==> src/rtl/cva6_gtlb_pkg.sv <==
// cva6_gtlb_pkg: shared types and helpers for the G-stage TLB.
//   gtlb_entry_t : one stored Sv39x4 leaf translation
//   LVL_*        : page-size encodings (4K / 2M / 1G)
//   level_mask() : GPPN compare mask for a page size (0 bits are ignored)
// Storage widths below set the entry layout; the cva6_gtlb width
// parameters default to them and must not exceed them.
package cva6_gtlb_pkg;

    localparam int unsigned VMID_W = 14;
    localparam int unsigned GPPN_W = 29;
    localparam int unsigned PPN_W  = 44;

    localparam logic [1:0] LVL_4K = 2'd0;
    localparam logic [1:0] LVL_2M = 2'd1;
    localparam logic [1:0] LVL_1G = 2'd2;

    typedef struct packed {
        logic              valid;
        logic [VMID_W-1:0] vmid;
        logic [GPPN_W-1:0] gppn;
        logic [PPN_W-1:0]  ppn;
        logic [3:0]        perm;
        logic [1:0]        level;
    } gtlb_entry_t;

    function automatic logic [GPPN_W-1:0] level_mask(input logic [1:0] level);
        logic [GPPN_W-1:0] m;
        m = '1;
        case (level)
            LVL_2M:  m[8:0]  = '0;
            LVL_1G:  m[17:0] = '0;
            default: ;
        endcase
        return m;
    endfunction

endpackage

==> src/rtl/cva6_plru_tree.sv <==
// cva6_plru_tree: tree pseudo-LRU over NrEntries ways (NrEntries-1 bits).
//   clk_i, rst_i   : clock, synchronous active-high reset (all bits 0)
//   touch_valid_i  : two touch requests; slot 0 is applied before slot 1
//   touch_idx_i    : way touched by each request
//   victim_idx_o   : way the tree currently points at
// A node bit of 1 steers the victim walk to the upper half.
module cva6_plru_tree #(
    parameter int unsigned NrEntries = 16
) (
    input  logic                                 clk_i,
    input  logic                                 rst_i,
    input  logic [1:0]                           touch_valid_i,
    input  logic [1:0][$clog2(NrEntries)-1:0]    touch_idx_i,
    output logic [$clog2(NrEntries)-1:0]         victim_idx_o
);

    localparam int unsigned IdxW = $clog2(NrEntries);

    logic [NrEntries-2:0] tree_q, tree_d;

    // Heap layout: node n has children 2n+1 / 2n+2; at depth lvl the node
    // for a way is (2^lvl - 1) + (way >> (IdxW - lvl)).
    always_comb begin
        int node;
        node   = 0;
        tree_d = tree_q;
        for (int t = 0; t < 2; t++) begin
            if (touch_valid_i[t]) begin
                for (int lvl = 0; lvl < int'(IdxW); lvl++) begin
                    node = (1 << lvl) - 1 + int'(touch_idx_i[t] >> (IdxW - lvl));
                    tree_d[node] = ~touch_idx_i[t][int'(IdxW) - 1 - lvl];
                end
            end
        end
    end

    always_comb begin
        int vnode;
        vnode        = 0;
        victim_idx_o = '0;
        for (int lvl = 0; lvl < int'(IdxW); lvl++) begin
            victim_idx_o[int'(IdxW) - 1 - lvl] = tree_q[vnode];
            vnode = 2 * vnode + 1 + int'(tree_q[vnode]);
        end
    end

    always_ff @(posedge clk_i) begin
        if (rst_i) begin
            tree_q <= '0;
        end else begin
            tree_q <= tree_d;
        end
    end

endmodule

==> src/rtl/cva6_gtlb.sv <==
// cva6_gtlb: fully-associative G-stage TLB (GPPN -> host PPN), VMID tagged.
//   clk_i, rst_i           : clock, synchronous active-high reset
//   lu_*_i / lu_*_o        : lookup request, registered response (1 cycle)
//   fill_*_i               : refill from the PTW (level 3 stored as 4K)
//   flush_*_i              : HFENCE.GVMA with optional VMID / GPPN filters
//   perf_hit_cnt_o,
//   perf_miss_cnt_o        : saturating counters, only with
//                            CVA6_GTLB_PERF_CNT_EN defined
module cva6_gtlb
    import cva6_gtlb_pkg::*;
#(
    parameter int unsigned NrEntries = 16,
    parameter int unsigned VmidWidth = VMID_W,
    parameter int unsigned GppnWidth = GPPN_W,
    parameter int unsigned PpnWidth  = PPN_W
) (
    input  logic                 clk_i,
    input  logic                 rst_i,
    input  logic                 lu_valid_i,
    input  logic [GppnWidth-1:0] lu_gppn_i,
    input  logic [VmidWidth-1:0] lu_vmid_i,
    output logic                 lu_valid_o,
    output logic                 lu_hit_o,
    output logic [PpnWidth-1:0]  lu_ppn_o,
    output logic [3:0]           lu_perm_o,
    output logic [1:0]           lu_level_o,
    input  logic                 fill_valid_i,
    input  logic [GppnWidth-1:0] fill_gppn_i,
    input  logic [VmidWidth-1:0] fill_vmid_i,
    input  logic [PpnWidth-1:0]  fill_ppn_i,
    input  logic [3:0]           fill_perm_i,
    input  logic [1:0]           fill_level_i,
    input  logic                 flush_i,
    input  logic                 flush_vmid_en_i,
    input  logic [VmidWidth-1:0] flush_vmid_i,
    input  logic                 flush_gaddr_en_i,
    input  logic [GppnWidth-1:0] flush_gppn_i
`ifdef CVA6_GTLB_PERF_CNT_EN
    ,
    output logic [31:0]          perf_hit_cnt_o,
    output logic [31:0]          perf_miss_cnt_o
`endif
);

    localparam int unsigned IdxW = $clog2(NrEntries);

    gtlb_entry_t          entries_q [NrEntries];
    logic [GppnWidth-1:0] ent_mask  [NrEntries];

    logic [NrEntries-1:0] lu_match, fill_match, flush_match, entry_free;
    logic                 lu_hit, lu_hit_eff, same_any, free_any, fill_we;
    logic [IdxW-1:0]      lu_idx, same_idx, free_idx, fill_idx, victim_idx;
    logic [1:0]           fill_level;
    logic [GppnWidth-1:0] fill_mask, hit_mask;
    logic [PpnWidth-1:0]  hit_ppn;

    logic                 lu_valid_q, lu_hit_q;
    logic [IdxW-1:0]      lu_idx_q;
    logic [PpnWidth-1:0]  lu_ppn_q;
    logic [3:0]           lu_perm_q;
    logic [1:0]           lu_level_q;

    assign fill_level = (fill_level_i == 2'd3) ? LVL_4K : fill_level_i;
    assign fill_mask  = GppnWidth'(level_mask(fill_level));
    assign fill_we    = fill_valid_i && !flush_i;
    assign lu_hit_eff = lu_valid_i && lu_hit && !flush_i;

    for (genvar g = 0; g < NrEntries; g++) begin : g_cmp
        logic [GppnWidth-1:0] ent_gppn;
        logic [VmidWidth-1:0] ent_vmid;
        assign ent_mask[g] = GppnWidth'(level_mask(entries_q[g].level));
        assign ent_gppn    = GppnWidth'(entries_q[g].gppn);
        assign ent_vmid    = VmidWidth'(entries_q[g].vmid);
        assign lu_match[g] = entries_q[g].valid && (ent_vmid == lu_vmid_i)
                             && (((ent_gppn ^ lu_gppn_i) & ent_mask[g]) == '0);
        // Refill target: same VMID, same page size, same tag under that size.
        assign fill_match[g] = entries_q[g].valid && (ent_vmid == fill_vmid_i)
                               && (entries_q[g].level == fill_level)
                               && (((ent_gppn ^ fill_gppn_i) & fill_mask) == '0);
        assign flush_match[g] = entries_q[g].valid
                                && (!flush_vmid_en_i || (ent_vmid == flush_vmid_i))
                                && (!flush_gaddr_en_i
                                    || (((ent_gppn ^ flush_gppn_i) & ent_mask[g]) == '0));
        assign entry_free[g] = !entries_q[g].valid;
    end

    // Descending scan so the lowest matching index is the one left standing.
    always_comb begin
        lu_hit   = 1'b0;
        lu_idx   = '0;
        same_any = 1'b0;
        same_idx = '0;
        free_any = 1'b0;
        free_idx = '0;
        for (int i = int'(NrEntries) - 1; i >= 0; i--) begin
            if (lu_match[i]) begin
                lu_hit = 1'b1;
                lu_idx = IdxW'(i);
            end
            if (fill_match[i]) begin
                same_any = 1'b1;
                same_idx = IdxW'(i);
            end
            if (entry_free[i]) begin
                free_any = 1'b1;
                free_idx = IdxW'(i);
            end
        end
    end

    assign fill_idx = same_any ? same_idx : (free_any ? free_idx : victim_idx);

    // Superpage: bits the entry's mask ignores come from the request GPPN.
    always_comb begin
        hit_mask      = ent_mask[lu_idx];
        hit_ppn       = PpnWidth'(entries_q[lu_idx].ppn);
        hit_ppn[17:0] = (hit_ppn[17:0] & hit_mask[17:0]) | (lu_gppn_i[17:0] & ~hit_mask[17:0]);
    end

    always_ff @(posedge clk_i) begin
        if (rst_i) begin
            for (int i = 0; i < int'(NrEntries); i++) begin
                entries_q[i] <= '0;
            end
            lu_valid_q <= 1'b0;
            lu_hit_q   <= 1'b0;
            lu_idx_q   <= '0;
            lu_ppn_q   <= '0;
            lu_perm_q  <= '0;
            lu_level_q <= '0;
        end else begin
            lu_valid_q <= lu_valid_i;
            lu_hit_q   <= lu_hit_eff;
            lu_idx_q   <= lu_idx;
            if (lu_hit_eff) begin
                lu_ppn_q   <= hit_ppn;
                lu_perm_q  <= entries_q[lu_idx].perm;
                lu_level_q <= entries_q[lu_idx].level;
            end else begin
                lu_ppn_q   <= '0;
                lu_perm_q  <= '0;
                lu_level_q <= '0;
            end
            if (flush_i) begin
                for (int i = 0; i < int'(NrEntries); i++) begin
                    if (flush_match[i]) begin
                        entries_q[i].valid <= 1'b0;
                    end
                end
            end else if (fill_valid_i) begin
                entries_q[fill_idx] <= '{valid: 1'b1,
                                         vmid:  VMID_W'(fill_vmid_i),
                                         gppn:  GPPN_W'(fill_gppn_i),
                                         ppn:   PPN_W'(fill_ppn_i),
                                         perm:  fill_perm_i,
                                         level: fill_level};
            end
        end
    end

    // Slot 0 is the registered hit, slot 1 the fill, so the fill lands last.
    logic [1:0]           touch_valid;
    logic [1:0][IdxW-1:0] touch_idx;

    assign touch_valid = {fill_we, lu_valid_q && lu_hit_q};
    assign touch_idx   = {fill_idx, lu_idx_q};

    cva6_plru_tree #(
        .NrEntries (NrEntries)
    ) i_plru (
        .clk_i         (clk_i),
        .rst_i         (rst_i),
        .touch_valid_i (touch_valid),
        .touch_idx_i   (touch_idx),
        .victim_idx_o  (victim_idx)
    );

    assign lu_valid_o = lu_valid_q;
    assign lu_hit_o   = lu_hit_q;
    assign lu_ppn_o   = lu_ppn_q;
    assign lu_perm_o  = lu_perm_q;
    assign lu_level_o = lu_level_q;

`ifdef CVA6_GTLB_PERF_CNT_EN
    logic [31:0] perf_hit_q, perf_miss_q;

    always_ff @(posedge clk_i) begin
        if (rst_i) begin
            perf_hit_q  <= '0;
            perf_miss_q <= '0;
        end else if (lu_valid_q) begin
            if (lu_hit_q) begin
                if (perf_hit_q != '1) perf_hit_q <= perf_hit_q + 32'd1;
            end else begin
                if (perf_miss_q != '1) perf_miss_q <= perf_miss_q + 32'd1;
            end
        end
    end

    assign perf_hit_cnt_o  = perf_hit_q;
    assign perf_miss_cnt_o = perf_miss_q;
`endif

endmodule

==> config.mk <==
export PLATFORM = sky130hd
export DESIGN_NAME = cva6_gtlb
export DESIGN_NICKNAME = d
export VERILOG_FILES = /design/src/rtl/cva6_gtlb_pkg.sv /design/src/rtl/cva6_plru_tree.sv /design/src/rtl/cva6_gtlb.sv
export SDC_FILE = /design/constraint.sdc
export NUM_CORES = 2
export LEC_CHECK = 0
export CAP_MARGIN = 40
export CORE_UTILIZATION = 50
export CTS_CLUSTER_SIZE = 40
export DETAILED_ROUTE_END_ITERATION = 8
export MAX_ROUTING_LAYER = met4
export PLACE_DENSITY = 0.67
export SLEW_MARGIN = 25
export SYNTH_ARGS = -nofsm -noshare
export SYNTH_HDL_FRONTEND = slang
export SYNTH_SLANG_ARGS = --single-unit
==> constraint.sdc <==
create_clock -name clk_i -period 13.76 [get_ports clk_i]
set_clock_uncertainty 0.1 [all_clocks]
set_input_delay 1.376 -clock clk_i [delete_from_list [all_inputs] [get_ports clk_i]]
set_output_delay 1.376 -clock clk_i [all_outputs]
set_load 0.02 [all_outputs]
==> out/summary.txt <==
status - finished clean
prevailing post-synth register cell - edfxtp_1
number of routed nets with antenna violations - 0
top post-synthesis cells by area - edfxtp_1 (48%), xnor2_1 (14%), and2_1 (10%)
Min-Delay Path Class - reg2reg
met1 usage - 0.5000
global-route wire length before repair - 513.3 mm
post-synthesis sequential area ratio - 0.5000
Layout area overhead - 12.46%
post-synth design cell area - 0.09284 mm^2
final hold vios - 0
Remaining DRCs - 0
Cell Area, Placed - 0.09796 mm^2
Compound-Gate Fraction of Synth Area - 0.04869
die span in y - 432.9 um
cell mode on critical path - buf_4
GR peak layer - met2
core area - 0.1837 mm^2
Max Cap Viol - 0
GRT overflow - 0
NumNets Final - 8341
die area - 0.1874 mm^2
top-area cell type share of the netlist area - 0.4813
largest stage delay on the critical path - 0.64 ns
# port buffers - 237
RSZ-0062 raised after global routing - false
CP max stage cell - o21ai_4
critical path data required time - 14.15 ns
post-synthesis mux area share - 0.03210
Post-Synth Adder-Cell Area - 0.004178
initial antenna violation count - 26
largest net degree at the start of global routing - 121
synthesized flop and latch total - 1575
Yosys top cell by area - edfxtp_1
Setup violations, final - 0
Critical path origin - fill_level_i[1]
Num CTS Buffers - 174
max-slew violation count - 0
multi-input logic area - 0.04364 mm^2
FF-to-FF Start - entries_q[0][0]
register area - 0.04642 mm^2
detailed-placement wirelength estimate - 231.2 mm
number of enable flip-flop cells after synthesis - 1488
worst-margin pin slew - 1.013 ns
post-synthesis cell type count - 82
synthesized net count - 8355
synthesis warning total - 0
Pwr per Cell Area - 115.6 mW/mm^2
CTS Hold Bufs - 0
Routed Wire Length - 373.6 mm
CTS Buffer Depth - 3
Die Wd - 432.9 um
fillers - 15119
Mean Syn Cell Area - 11.41 um^2
initial cell density of the core - 0.5055
vias in the first global route - 65238
fin area - 0.1044 mm^2
post_cts resized - 0
crit-path cells - clkdlybuf4s50_1 > inv_1 > ha_2 > buf_4 > xnor2_1 > nand4_1 > nor4_1 > and4_1 > o21ai_1 > a21bo_2 > a21boi_1 > o2111ai_1 > a41oi_1 > mux2_2 > nand2_1 > o21ai_4 > buf_4 > buf_4
Post-Synth Simple-Gate Area - 0.1829
GRT met3 Usage - 0.08011
XOR/XNOR share of the synthesized area - 0.1969
combinational family with the most area after synthesis - XOR/XNOR gates
TritonCTS clock tree - yes
WL/cell - 34.69 um
r2r setup slk - 7.07 ns
DR vias/cell - 6.347
Peak VDD IR - 0.1034 mV
drt pass-1 iters - 8
period utilisation layout - 0.5651
M2 GR Usage - 0.6065
crit path kind - in2reg
HP Start - i_plru.tree_q[12]
max-slew headroom at the worst pin - 0.3156
Num Clock Sinks - 1575
GRT Total Usage - 0.4059
post-CTS setup buffer count - 0
WP data arrival - 8.17 ns
f_max - 128.6 MHz
Clock Pin Slew Worst Setup and Hold Paths - 0.06 ns
clock latency on the worst-skew pair - 0.90 ns
FF-to-FF End - lu_ppn_o[19]
LEAKAGE - 35.32 nW
Tmin final - 7.775 ns
R2R cell count - 15
Rows - 157
Max FO, Critical Path - 38
crit path launch type - primary input
WHS Path Cells - 4
Hold Path Sink - i_plru.tree_q[12]
via total after detailed routing - 68359
share of cells above drive strength 1 - 0.09594
DR iter-0 viols - 8932
I/O pin cnt - 238
CTS H-tree depth - 4
ys async rst share - 0
setup TNS - 0 ns
Worst Setup End Kind - flop
Root Buffer - clkbuf_16
GPL Wtd Cong - 1.003
Cells after Synth - 8138
==> worst max-delay path by stage <==
stage	to	slack [ns]	depth (start not counted)
floorplan	entries_q[0][0]	2.47	17
global placement	entries_q[2][50]	4.61	15
detailed placement	entries_q[2][56]	5.25	18
CTS	entries_q[2][50]	6.16	18
global route	entries_q[2][50]	5.86	18
finish	entries_q[2][50]	5.98	18
==> through the flow <==
stage | std cells | setup WS [ns] | hold slack (ns) | utilization | total power [mW]
4_1_cts | 10729 | 6.156 | 0.5323 | 0.5668 | 12.03
2_1_floorplan | 8138 | 2.473 | 0.4429 | - | 6.483
3_5_place_dp | 10401 | 5.252 | 0.5222 | 0.5334 | 7.065
5_1_grt | 10751 | 5.861 | 0.5722 | 0.5682 | 12.31
6_report | 10770 | 5.985 | 0.5405 | 0.5685 | 12.07
3_3_place_gp | 10349 | 4.606 | 0.4862 | 0.5284 | 7.033
==> synth_stat cells, drive strengths merged (33+ instances only) <==
| library cell | count |
|---|---|
| and2 | 1535 |
| edfxtp | 1488 |
| xnor2 | 1479 |
| xor2 | 608 |
| clkbuf | 454 |
| nand4 | 411 |
| buf | 261 |
| nand2 | 233 |
| a211oi | 208 |
| nor4 | 175 |
| mux2i | 129 |
| nand3 | 129 |
| nor3 | 123 |
| a21oi | 102 |
| dfxtp | 87 |
| nor2b | 86 |
| mux4 | 73 |
| o21ai | 56 |
| nor2 | 53 |
| inv | 41 |
| o41ai | 41 |
| a311oi | 33 |
| and3 | 33 |
==> critical path: cells and delay by family <==
family,cells,cell delay (ns)
AOI/OAI and AO/OA,6,1.72
xor gates and xnor gates,1,0.19
and+or+nand+nor,4,1.49
buffers and inverters,5,2.35
adders and majority gates,1,0.45
muxes,1,0.52
==> layout make-up <==
type,count,share of cell area
antenna,30,0.0007190
clock buffer,227,0.04525
clock inverter,101,0.01361
inverter,42,0.001534
multi-input combinational,5806,0.4180
sequential,1575,0.4446
tap,2464,0.02953
timing repair buffer,525,0.04675
==> routing by layer <==
metal	part of all wire	up-vias
met5	0	-
met2	0.45	4401
met3	0.10	1071
met4	0.080	0
li1	-	28623
met1	0.37	34264
==> cell families (layout without fill, tap and decap cells) <==
| logic type | Yosys count | in the layout |
|---|---|---|
| xor gates and xnor gates | 2087 | 2087 |
| AOI/OAI and AO/OA | 622 | 622 |
| buffers and inverters | 757 | 895 |
| DFF | 1575 | 1575 |
| other | 0 | 30 |
| and+or+nand+nor | 2860 | 2860 |
| adders and majority gates | 31 | 31 |
| muxes | 206 | 206 |
==> cells in the final DEF, fill, tap and decap left out, drive strengths merged, types with 25 or more instances in the layout <==
cell type and count:
clkdlybuf4s50 180, a21oi 102, o31ai 26, diode 30, mux4 73, xor2 608
nor2b 86, buf 338, xnor2 1479, bufinv 25, clkinv 61, and2 1535
a211oi 208, inv 48, nand4 411, o41ai 41, clkbuf 229, a31oi 28
dfxtp 87, a311oi 33, mux2i 129, o21ai 56, edfxtp 1488, nor2 53
nor4 175, nor3 123, and3 33, nand2 233, nand3 129, ha 31
==> sequential cells by signal, summed over array words and instances, names as in the netlist <==
register / cells
lu_hit_o: 1
entries_q: 1504
lu_idx_q: 4
lu_level_o: 2
lu_ppn_o: 44
lu_valid_o: 1
i_plru.tree_q: 15
lu_perm_o: 4
==> power breakdown <==
part | leakage [nW] | internal [mW] | switching (mW)
sequential | 15.8 | 5.42 | 0.163
combinational | 16.6 | 0.501 | 0.940
clock | 2.97 | 2.93 | 2.13
total | 35.3 | 8.84 | 3.23
Power figures use the tool's default switching activity.
